[config.mk]
export PLATFORM = sky130hd
export DESIGN_NAME = if_fetch_stage
export DESIGN_NICKNAME = d
export VERILOG_FILES = /design/src/rtl/if_fetch_stage.sv
export SDC_FILE = /design/constraint.sdc
export NUM_CORES = 1
export LEC_CHECK = 0
export CAP_MARGIN = 20
export CORE_AREA = 2 2 141 143
export CTS_BUF_LIST = sky130_fd_sc_hd__clkbuf_8
export DETAILED_ROUTE_END_ITERATION = 12
export DIE_AREA = 0 0 143 145
export DONT_BUFFER_PORTS = 1
export PLACE_DENSITY = 0.56
export SLEW_MARGIN = 30
export SYNTH_ARGS = -nofsm -noshare
export SYNTH_HDL_FRONTEND = slang
export SYNTH_SLANG_ARGS = --single-unit
[constraint.sdc]
create_clock -name Clk -period 2.7 [get_ports Clk]
set_input_delay 0.675 -clock Clk [delete_from_list [all_inputs] [get_ports Clk]]
set_output_delay 0.675 -clock Clk [all_outputs]
set_load 0.02 [all_outputs]
[src/rtl/if_fetch_stage.sv]
// rtl/if_fetch_stage.sv - MIPS instruction-fetch stage with PC, IF/ID register and one-entry skid (optional perf counters: IF_PERF_CNT_EN)
module if_fetch_stage #(
  parameter logic [31:0] PC_STEP   = 32'd4,
  parameter logic [31:0] NOP_INSTR = 32'h0000_0000
) (
  input  logic        Clk,
  input  logic        Reset_n,
  input  logic [31:0] Start_PC,
  input  logic        Stall_ID,
  input  logic        Redirect,
  input  logic [31:0] Redirect_PC,
  output logic        Imem_Req,
  output logic [31:0] Imem_Addr,
  input  logic        Imem_Ready,
  input  logic [31:0] Imem_Rdata,
  output logic [31:0] PC_out,
  output logic [31:0] IFID_PC,
  output logic [31:0] IFID_PC4,
  output logic [31:0] IFID_Instr,
  output logic        IFID_Valid,
  output logic [31:0] Fetch_Count,
  output logic [31:0] Stall_Count,
  output logic [31:0] Flush_Count
);

  typedef enum logic [1:0] {
    ST_BOOT  = 2'd0,
    ST_FETCH = 2'd1,
    ST_HOLD  = 2'd2
  } state_t;

  state_t      state;
  logic [31:0] pc;
  logic [31:0] skid_data;
  logic        req;

  logic        active;
  logic        take_redirect;
  logic        deliver_mem;
  logic        capture_skid;
  logic        deliver_skid;
  logic        bubble;
  logic [31:0] redirect_target;
  logic [31:0] pc_next_seq;

  assign Imem_Req  = req;
  assign Imem_Addr = pc;
  assign PC_out    = pc;

  // Decode this cycle's event; redirect outranks stall, which outranks normal flow
  always_comb begin
    active          = (state == ST_FETCH) || (state == ST_HOLD);
    take_redirect   = active && Redirect;
    deliver_mem     = (state == ST_FETCH) && !Redirect && Imem_Ready && !Stall_ID;
    capture_skid    = (state == ST_FETCH) && !Redirect && Imem_Ready && Stall_ID;
    deliver_skid    = (state == ST_HOLD) && !Redirect && !Stall_ID;
    bubble          = (state == ST_FETCH) && !Redirect && !Imem_Ready && !Stall_ID;
    redirect_target = Redirect_PC & ~32'h0000_0003;
    pc_next_seq     = pc + PC_STEP;
  end

  // Fetch FSM: owns PC, request, skid word and the IF/ID register
  always_ff @(posedge Clk or negedge Reset_n) begin
    if (!Reset_n) begin
      state      <= ST_BOOT;
      pc         <= 32'd0;
      req        <= 1'b0;
      skid_data  <= 32'd0;
      IFID_PC    <= 32'd0;
      IFID_PC4   <= 32'd0;
      IFID_Instr <= NOP_INSTR;
      IFID_Valid <= 1'b0;
    end else begin
      case (state)
        ST_BOOT: begin
          pc    <= Start_PC;
          req   <= 1'b1;
          state <= ST_FETCH;
        end
        ST_FETCH, ST_HOLD: begin
          if (take_redirect) begin
            // Squash the IF/ID slot and any parked word; returning data is dropped
            pc         <= redirect_target;
            IFID_Valid <= 1'b0;
            IFID_Instr <= NOP_INSTR;
            skid_data  <= 32'd0;
            req        <= 1'b1;
            state      <= ST_FETCH;
          end else if (deliver_mem || deliver_skid) begin
            IFID_PC    <= pc;
            IFID_PC4   <= pc_next_seq;
            IFID_Instr <= deliver_skid ? skid_data : Imem_Rdata;
            IFID_Valid <= 1'b1;
            pc         <= pc_next_seq;
            req        <= 1'b1;
            state      <= ST_FETCH;
          end else if (capture_skid) begin
            // Decode is stalled: park the word and stop requesting until release
            skid_data <= Imem_Rdata;
            req       <= 1'b0;
            state     <= ST_HOLD;
          end else if (bubble) begin
            IFID_Valid <= 1'b0;
            IFID_Instr <= NOP_INSTR;
          end
        end
        default: begin
          state <= ST_BOOT;
          req   <= 1'b0;
        end
      endcase
    end
  end

`ifdef IF_PERF_CNT_EN
  logic [31:0] fetch_cnt;
  logic [31:0] stall_cnt;
  logic [31:0] flush_cnt;

  assign Fetch_Count = fetch_cnt;
  assign Stall_Count = stall_cnt;
  assign Flush_Count = flush_cnt;

  // Wrapping performance counters for delivered instructions, stall cycles and redirects
  always_ff @(posedge Clk or negedge Reset_n) begin
    if (!Reset_n) begin
      fetch_cnt <= 32'd0;
      stall_cnt <= 32'd0;
      flush_cnt <= 32'd0;
    end else begin
      if (deliver_mem || deliver_skid) begin
        fetch_cnt <= fetch_cnt + 32'd1;
      end
      if (active && Stall_ID) begin
        stall_cnt <= stall_cnt + 32'd1;
      end
      if (take_redirect) begin
        flush_cnt <= flush_cnt + 32'd1;
      end
    end
  end
`else
  assign Fetch_Count = 32'd0;
  assign Stall_Count = 32'd0;
  assign Flush_Count = 32'd0;
`endif

endmodule
==> results.toml <==
[synthesis]
synth_fa_ha_area_frac = 0.00730
async_flop_share = 1.00
ys_types = 56
synth_top_family_by_area = "compound AO/OA/AOI/OAI gates"
synth_compound_area_frac = 0.152
seq_area_frac_synth = 0.473
synth_edf_count = 0
yosys_warnings = 0
synthesis.area_mm2 = 0.00857
synth_ff_type = "dfrtp_1"
synth-seq-cells = 162
synth-xor-area-share = 0.0256
synth-simple-area-share = 0.148
synth.area.mux_share = 0.0432
synth_cells = 940
syn_avg_cell_area_um2 = 9.12

[setup_path]
endpoint_kind = "flip-flop"
cp.required_ns = 3.03
slowest_delay_ns = 0.50
start_kind = "flip-flop"
worstPathArrival_ns = 2.73
regToRegStartpoint = "state[0]$_DFFE_PN0P_"
cp-startpoint = "state[0]$_DFFE_PN0P_"
critical_path_class = "reg -> reg"
crit_slowest_cell = "nand2_1"
path_cells = "inv_1, ha_1, buf_4, nand2b_1, nand2_1, o21a_1, o22a_1"
critPathMaxFanout = 16

[placed_design]
dpl.hpwl_um = 16200
port-buffer-count = 0
gp_congestion = 0.775

[clocking]
htreeDepth = 4
cts_buffers = 17
root_buffer = "clkbuf_8"
cts_sinks = 162
clk_path_buf_depth = 2
clk_latency_ns = 0.45
cts_post_setup_buffers_inserted = 0
cts_resized = 0
path_clk_slew_ns = 0.09
cts_tree = "yes"

[pwr]
leakagePower_nw = 4.12
clockPowerShare = 0.179
power.density_mw_per_mm2 = 1240
vdd_drop_max_v = 0.000495
p_switching_w = 0.00526
power.internal_w = 0.00578
combPwrFrac = 0.384
pwr-share-seq = 0.437
total_power_w = 0.0110
netSwitchingFraction = 0.477

[final_layout]
syn_to_final_growth_pct = 3.99
drive_gt1_frac = 0.102
antenna_cells = 0
fillerInstances = 1865
layout_commonest_cell = "nand2_1"
final_nets = 1021
final_cell_mix = "nand2_1, dfrtp_1, conb_1, o21ai_0, buf_4"

[drt]
drc = 0
wl_per_cell_um = 19.6
vias_per_cell = 5.17
firstDrtPassIters = 4
wl_um = 23400
drt-initial-drc-count = 357
antenna_left = 0
vias = 6173

[sta]
finalSetupViolCount = 0
clock-skew-final_ns = 0.0128
post-route-period-util = 0.888
max_slew_margin = 0.556
hold_violations = 162
period_minus_slack_ns = 2.40
fin_hold_ws_ns = -0.0859
fin_setup_tns_ns = 0
slew_viol_final = 0
worst_pin_slew_ns = 0.664
max_freq_ghz = 0.417
rsz0062_at_grt = "false"

[hold_path]
hp-class = "in -> async"

[status]
violations = "negative hold slack"
status = "finished with violations"

[floorplan]
core-area_mm2 = 0.0192
num_rows = 51
die-height_um = 145
die_x_um = 143
io_pins = 359
dieArea_mm2 = 0.0207
initial_utilization = 0.446

[global_routing]
grt_pass1_vias = 5971
grt_usage = 0.225
grt_antenna_before_repair = 1
grt_pass1_wl_um = 36100
grt_start_max_net_pins = 163
grt_overflow = 0

[job]
drv_cap = 0
[flip-flops by register name, summed over array words and instances (netlist names)]
signal      count
IFID_Instr     32
IFID_PC        32
IFID_PC4       30
IFID_Valid      1
Imem_Addr      32
Imem_Req        1
skid_data      32
state           2
[kinds of logic after synthesis]
logic type,after synthesis
AND/OR/NAND/NOR,297
AO/OA/AOI/OAI,212
buffers and inverters,201
flip-flops,162
multiplexers,37
XOR/XNOR,25
adder cells (fa/ha/maj),5
other,1
[cell usage after synthesis (7+ instances only)]
| cell type | instances | area, um^2 |
|---|---|---|
| nand2_1 | 207 | 777 |
| nand3_1 | 12 | 60.1 |
| and3_1 | 14 | 87.6 |
| xnor2_1 | 15 | 131 |
| buf_4 | 132 | 991 |
| a22o_1 | 14 | 123 |
| inv_1 | 10 | 37.5 |
| nor3_1 | 10 | 50.1 |
| nor2_1 | 28 | 105 |
| a22oi_1 | 7 | 52.6 |
| o21ai_0 | 49 | 245 |
| o21ai_1 | 42 | 210 |
| dfrtp_1 | 162 | 4050 |
| o22ai_1 | 7 | 43.8 |
| mux2i_1 | 37 | 370 |
| clkbuf_1 | 33 | 124 |
| a21oi_1 | 47 | 235 |
| xor2_1 | 10 | 87.6 |
| buf_2 | 20 | 100 |
[area by class of cell]
type                       instances  area [um^2]  area share
tap                              265          332      0.0372
timing repair buffer              51          408      0.0458
multi-input combinational        672         3640       0.408
inverter                          11         41.3     0.00463
clock inverter                    14          190      0.0213
clock buffer                      18          248      0.0278
sequential                       162         4050       0.455
[through the flow]
| step | utilization | cells | setup WS [ns] | instance area, um^2 |
|---|---|---|---|---|
| 6_report | 0.464 | 1193 | 0.302 | 8910 |
| 5_1_grt | 0.464 | 1193 | 0.0121 | 8910 |
| 4_1_cts | 0.464 | 1193 | 0.297 | 8910 |
| 3_5_place_dp | 0.441 | 1161 | 0.318 | 8470 |
| 3_3_place_gp | 0.441 | 1161 | 0.354 | 8470 |
| 2_1_floorplan | - | 1035 | 0.563 | 8920 |
[worst paths after layout]
check | end | slack, ns | cells past startpoint
worst max-delay path | Imem_Addr[13]$_DFFE_PN0P_ | 0.30 | 7
worst max register to register | Imem_Addr[13]$_DFFE_PN0P_ | 0.30 | 7
min in group Clk | skid_data[30]$_DFFE_PN0P_ | 0.35 | 2
worst min register to register | skid_data[0]$_DFFE_PN0P_ | 0.51 | 1
max in group asynchronous | skid_data[16]$_DFFE_PN0P_ | 2.60 | 0
worst min-delay path | IFID_Instr[27]$_DFFE_PN0P_ | -0.09 | 0
[power groups by stage]
stage               combinational, W  sequential (W)  clock [W]
floorplan                    0.00313         0.00496          0
global placement             0.00421         0.00487          0
detailed placement           0.00427         0.00488          0
CTS                          0.00428         0.00484    0.00203
global route                 0.00469         0.00495    0.00213
finish                       0.00424         0.00482    0.00198
[metal layers]
| metal | vias up | GRT usage | wire [um] |
|---|---|---|---|
| met5 | - | 0 | 11 |
| met4 | 2 | 0.0698 | 471 |
| met3 | 31 | 0.0776 | 2150 |
| met2 | 254 | 0.358 | 11200 |
| met1 | 2963 | 0.288 | 9590 |
| li1 | 2923 | - | - |
[worst max-delay path: cells and delay by family (launching register included)]
family                     cells  cell delay, ns
AOI/OAI and AO/OA              2            0.45
buffers and inverters          2            0.28
DFF                            1            0.40
and+or+nand+nor                2            0.84
adders and majority gates      1            0.31
Note: power is estimated with default switching activity, not from simulation.
